`src/rtl/uart_tx_arb_pkg.sv`:
```
// Shared types and defaults for the mpss UART TX packet arbiter.
// Build option: define UART_TX_ARB_TIMEOUT_EN to enable the stalled-lock timeout.
package uart_tx_arb_pkg;

  typedef enum logic [1:0] {
    IDLE   = 2'd0,
    ARB    = 2'd1,
    LOCKED = 2'd2
  } state_e;

  localparam int BYTE_W                 = 8;
  localparam int NUM_REQ_DEFAULT        = 4;
  localparam int TIMEOUT_CYCLES_DEFAULT = 1024;

endpackage

```
`src/rtl/uart_tx_arb_rr_pick.sv`:
```
// rr_pick: combinational rotating-priority selector, searching upward from ptr_i+1.
// Reusable by other mpss arbiters; returns a one-hot grant and a valid flag.
module rr_pick #(
  parameter int N     = 4,
  parameter int IDX_W = (N > 1) ? $clog2(N) : 1
) (
  input  logic [N-1:0]     req_i,
  input  logic [IDX_W-1:0] ptr_i,
  output logic [N-1:0]     grant_o,
  output logic             valid_o
);

  logic [IDX_W-1:0] cand;
  logic             found;

  // The first hit in rotation order wins; the previous winner (ptr_i) is checked last.
  always_comb begin
    grant_o = '0;
    found   = 1'b0;
    cand    = '0;
    for (int i = 1; i <= N; i++) begin
      cand = IDX_W'((int'(ptr_i) + i) % N);
      if (!found && req_i[cand]) begin
        found         = 1'b1;
        grant_o[cand] = 1'b1;
      end
    end
    valid_o = found;
  end

endmodule

```
`src/rtl/uart_tx_arb.sv`:
```
// uart_tx_arb: round-robin, packet-locking arbiter sharing one UART TX between NUM_REQ sources.
// Build option: UART_TX_ARB_TIMEOUT_EN adds a stall counter that forcibly drops a stuck lock.
module uart_tx_arb
  import uart_tx_arb_pkg::*;
#(
  parameter int NUM_REQ        = NUM_REQ_DEFAULT,
  parameter int TIMEOUT_CYCLES = TIMEOUT_CYCLES_DEFAULT
) (
  input  logic                      clk_i,
  input  logic                      rst_i,
  input  logic [NUM_REQ-1:0]        req_i,
  input  logic [NUM_REQ*BYTE_W-1:0] data_i,
  input  logic [NUM_REQ-1:0]        last_i,
  output logic [NUM_REQ-1:0]        ack_o,
  output logic                      tx_req_o,
  output logic [BYTE_W-1:0]         tx_data_o,
  input  logic                      tx_ack_i,
  output logic [NUM_REQ-1:0]        grant_o,
  output logic                      busy_o,
  output logic                      timeout_o
);

  localparam int IDX_W = $clog2(NUM_REQ);

  if (NUM_REQ < 2 || NUM_REQ > 8 || TIMEOUT_CYCLES < 2) begin : g_cfg_check
    $error("uart_tx_arb: NUM_REQ must be 2..8 and TIMEOUT_CYCLES at least 2");
  end

  state_e             state_q, state_d;
  logic [IDX_W-1:0]   ptr_q, ptr_d;
  logic [IDX_W-1:0]   owner_q, owner_d;
  logic [NUM_REQ-1:0] grant_q, grant_d;

  logic [NUM_REQ-1:0] pickGrant;
  logic               pickValid;
  logic [IDX_W-1:0]   pickIdx;
  logic               ownerReq;
  logic               ownerLast;
  logic [BYTE_W-1:0]  ownerData;
  logic               xfer;
  logic               timeoutHit;

  rr_pick #(
    .N     (NUM_REQ),
    .IDX_W (IDX_W)
  ) u_pick (
    .req_i   (req_i),
    .ptr_i   (ptr_q),
    .grant_o (pickGrant),
    .valid_o (pickValid)
  );

  // Owner mux is driven by the registered grant, so the locked path stays purely combinational.
  always_comb begin
    ownerReq  = 1'b0;
    ownerLast = 1'b0;
    ownerData = '0;
    pickIdx   = '0;
    for (int k = 0; k < NUM_REQ; k++) begin
      if (grant_q[k]) begin
        ownerReq  = req_i[k];
        ownerLast = last_i[k];
        ownerData = data_i[k*BYTE_W +: BYTE_W];
      end
      if (pickGrant[k]) pickIdx = IDX_W'(k);
    end
  end

  assign busy_o    = (state_q == LOCKED);
  assign grant_o   = grant_q;
  assign tx_req_o  = busy_o & ownerReq;
  assign tx_data_o = busy_o ? ownerData : '0;
  assign xfer      = tx_req_o & tx_ack_i;
  assign ack_o     = (busy_o & tx_ack_i) ? (grant_q & req_i) : '0;

`ifdef UART_TX_ARB_TIMEOUT_EN
  localparam int CNT_W = $clog2(TIMEOUT_CYCLES);
  localparam logic [CNT_W-1:0] CNT_FIRE = CNT_W'(TIMEOUT_CYCLES - 2);

  logic [CNT_W-1:0] stallCnt_q, stallCnt_d;
  logic             timeout_q;

  // Fires on the edge where the stall count would reach TIMEOUT_CYCLES-1.
  assign timeoutHit = busy_o & ~xfer & (stallCnt_q == CNT_FIRE);

  always_comb begin
    stallCnt_d = stallCnt_q + 1'b1;
    if (!busy_o || xfer || timeoutHit) stallCnt_d = '0;
  end

  always_ff @(posedge clk_i) begin
    if (rst_i) begin
      stallCnt_q <= '0;
      timeout_q  <= 1'b0;
    end else begin
      stallCnt_q <= stallCnt_d;
      timeout_q  <= timeoutHit;
    end
  end

  assign timeout_o = timeout_q;
`else
  assign timeoutHit = 1'b0;
  assign timeout_o  = 1'b0;
`endif

  // Leaving LOCKED always records the owner in ptr so it gets lowest priority next round.
  always_comb begin
    state_d = state_q;
    ptr_d   = ptr_q;
    owner_d = owner_q;
    grant_d = grant_q;
    case (state_q)
      IDLE: begin
        if (|req_i) state_d = ARB;
      end
      ARB: begin
        if (pickValid) begin
          state_d = LOCKED;
          grant_d = pickGrant;
          owner_d = pickIdx;
        end else begin
          state_d = IDLE;
        end
      end
      LOCKED: begin
        if ((xfer && ownerLast) || timeoutHit) begin
          state_d = IDLE;
          ptr_d   = owner_q;
          grant_d = '0;
        end
      end
      default: begin
        state_d = IDLE;
        grant_d = '0;
      end
    endcase
  end

  always_ff @(posedge clk_i) begin
    if (rst_i) begin
      state_q <= IDLE;
      ptr_q   <= IDX_W'(NUM_REQ - 1);
      owner_q <= '0;
      grant_q <= '0;
    end else begin
      state_q <= state_d;
      ptr_q   <= ptr_d;
      owner_q <= owner_d;
      grant_q <= grant_d;
    end
  end

endmodule
```
`config.mk`:
```
export PLATFORM = sky130hd
export DESIGN_NAME = uart_tx_arb
export DESIGN_NICKNAME = d
export VERILOG_FILES = /design/src/rtl/uart_tx_arb_pkg.sv /design/src/rtl/uart_tx_arb_rr_pick.sv /design/src/rtl/uart_tx_arb.sv
export SDC_FILE = /design/constraint.sdc
export NUM_CORES = 1
export LEC_CHECK = 0
export ABC_AREA = 1
export CAP_MARGIN = 20
export CORE_MARGIN = 2
export CORE_UTILIZATION = 25
export CTS_BUF_LIST = sky130_fd_sc_hd__clkbuf_16
export DETAILED_ROUTE_END_ITERATION = 8
export PLACE_DENSITY = 0.67
export REMOVE_ABC_BUFFERS = 1
export SLEW_MARGIN = 20
export SYNTH_ARGS = -nofsm -noshare
export SYNTH_HDL_FRONTEND = slang
export SYNTH_SLANG_ARGS = --single-unit
export TNS_END_PERCENT = 20
```
`constraint.sdc`:
```
create_clock -name clk_i -period 1.93 [get_ports clk_i]
set_input_delay 0.4825 -clock clk_i [delete_from_list [all_inputs] [get_ports clk_i]]
set_output_delay 0.4825 -clock clk_i [all_outputs]
set_load 0.1 [all_outputs]
```
==> run_results.csv <==
group,metric,value,unit
run_status,status,"completed",
synthesis,avgSynthCellArea,5.83,µm²
power,seqPwrFrac,0.218,
power,clkPwrFrac,0.339,
timing,fin_crit,1910,ps
synthesis,yosys.cell_count.top_type,"nand2_1",
synthesis,syn_area,1250,µm²
synthesis,yosys_warnings,0,
synthesis,synthTopCellsByCount,"nand2_1, o21ai_0, nand3_1",
die,core-area,4750,µm²
global_routing,antenna_found_initial,0,
die,fp.dieArea,5570,µm²
clock_tree,cts.clk_slew.worst_paths,40,ps
global_routing,grt_pass1_wl,7310,µm
run,max_cap_violations,0,
routing,wl,4850,µm
die,rows,25,
setup_path,crit_fanout,5,
synthesis,yosys.cell_types.count,25,
power,p_leak,1.13,nW
final_layout,insertedDiodeCount,0,
power,p_switching,0.000364,W
power,p_sw_frac,0.339,
clock_tree,htree_levels,1,
clock_tree,cts-root-buf,"clkbuf_16",
routing,vias,1785,
synthesis,yosys_most_used_dff,"dfxtp_1",
final_layout,finalNetCount,364,
global_routing,overflow,0,
timing,setup_viol_count_final,0,
routing,drtIter0Drc,107,
setup_path,crit_type,"flop to output pin",
routing,drcViolationCount,0,
clock_tree,cts_made_buffers,3,
routing,dr.pass1.iters,4,
place,placedInstanceArea,2330,µm²
routing,antenna_left,0,
global_routing,grt_pass1_vias,1598,
synthesis,synth-seq-area-share,0.160,
final_layout,fin_util,0.537,
place,port_buffers,60,
die,fp.dieW,74.6,µm
setup_path,crit_path_end_kind,"output pin",
synthesis,synth_cells,214,
synthesis,synth_seq_cells,10,
timing,post-route-period-util,0.989,
power,irDropWorstVdd,0.000503,V
routing,detail_route.wl_per_cell,12.8,µm
die,start_util,0.262,
hold_path,hold_path_class,"flop to flop",
final_layout,layout-drive-gt1-share,0.353,
power,p_comb_frac,0.443,
timing,final.setup_skew,1.79,ps
power,power_density,420,nW/µm²
die,io_pins,62,
place,pre_cts_ws,-297,ps
synthesis,yosys.area.top_type_share,0.160,
setup_path,cp.required,1450,ps
global_routing,grt_max_degree,11,
clock_tree,cts_buffer_depth,2,
final_layout,multiInputGateArea,1020,µm²
final_layout,regArea,204,µm²
power,p_int,0.000709,W
die,die_h,74.6,µm
routing,vias_per_cell,4.71,
clock_tree,clk_latency,230,ps
synthesis,yosys.area.top_type,"dfxtp_1",
timing,worst_slack,21.0,ps
setup_path,arrival,1430,ps
clock_tree,cts_tree,"done",
final_layout,stdcell_area,2550,µm²
setup_path,cp-start-kind,"flop",
timing,fmax,524,MHz
clock_tree,ctsHoldBuffers,0,
global_routing,grt_use_total,0.165,
final_layout,syn2layout_area_growth,105,%
timing,tns,0,ps
synthesis,synth-async-reset-ratio,0,
synthesis,synth_edf_count,0,
place,gp_congestion,0.789,
timing,final_max_slew_viol_count,0,
synthesis,synth_area_leaders,"dfxtp_1, nand2_1, o21ai_0",
timing,grt_setup_unrepaired,"yes",
final_layout,fill_cells,473,
clock_tree,clock_sinks,10,
timing,finalHoldViolCount,0,
place,dpl.hpwl,3700,µm
cells by family after synthesis:
group,Yosys count,share of synthesized area
simple gates,114,0.444
compound gates,54,0.225
buf+inv,27,0.0873
flops,10,0.160
fa+ha+maj,8,0.0802
other cells,1,0.00301
worst max-delay path, stage by stage (launching register included):
cell     delay, ps
dfxtp_2        330
buf_4          150
nand2_1         90
nand3_2         90
nand3_2         70
nand2_2         90
nor2_4         100
buf_6          110
buf_12         160
power by group through the flow:
stage	clock network, W	logic, W	registers [W]
final	0.000364	0.000475	0.000234
after global routing	0.000377	0.000506	0.000236
after CTS	0.000369	0.000438	0.000232
after detailed placement	0	0.000427	0.000233
after global placement	0	0.000424	0.000232
after floorplan	0	0.000185	0.000262
layout make-up:
cell class / instances / share of cell area
inverters: 20 / 0.0294
flip-flops and latches: 10 / 0.0799
clock inverters: 1 / 0.00147
well taps: 67 / 0.0329
multi-input cells: 177 / 0.402
repair buffers: 101 / 0.425
clock buffers: 3 / 0.0294
state kept, by name, summed over array words and instances, names as in the netlist:
| signal | flops |
|---|---|
| grant_o | 4 |
| owner_q | 2 |
| ptr_q | 2 |
| state_q | 2 |
final timing paths:
path | from | endpoint | slack [ps] | cells past startpoint
hold / removal | state_q[0]$_SDFFE_PP0P_ | state_q[0]$_SDFFE_PP0P_ | 510 | 1
setup reg to reg | ptr_q[1]$_SDFFE_PP1P_ | owner_q[1]$_SDFFE_PP0P_ | 180 | 11
hold reg to reg | state_q[0]$_SDFFE_PP0P_ | state_q[0]$_SDFFE_PP0P_ | 510 | 1
setup / recovery | grant_o[1]$_SDFFE_PP0P_ | tx_req_o | 20 | 8
metal layers:
layer  up-vias  share of wire  track usage  wire (µm)
met5         -              0            0          0
met4         0         0.0035       0.0337         17
met1       812           0.45        0.223       2200
met3         2          0.050       0.0214        244
met2        62           0.49        0.282       2380
li1        909              -            -          -
stage by stage:
stage	total power (W)	hold WS [ps]	std cells
finish	0.00107	508	379
global route	0.00112	536	379
CTS	0.00104	453	373
detailed placement	0.000661	442	368
global placement	0.000656	431	368
floorplan	0.000447	420	207
repair_timing:
| item | CTS | global route |
|---|---|---|
| cloned | 0 | 0 |
| hold endpoints to repair | 0 | 0 |
| buffers inserted | 1 | 6 |
| setup endpoints to repair | 13 | 15 |
| pin swaps | 30 | 11 |
| gates resized for setup | 56 | 27 |
placed cells by master, fill, tap and decap left out, drive strengths merged, types with 10 or more instances in the layout:
master / instances
buf: 59
nand2: 58
o21ai: 28
nand3: 27
a21oi: 25
nor2: 22
clkdlybuf4s50: 21
dlygate4sd2: 19
inv: 19
dfxtp: 10
Note: power is estimated with default switching activity, not from simulation.
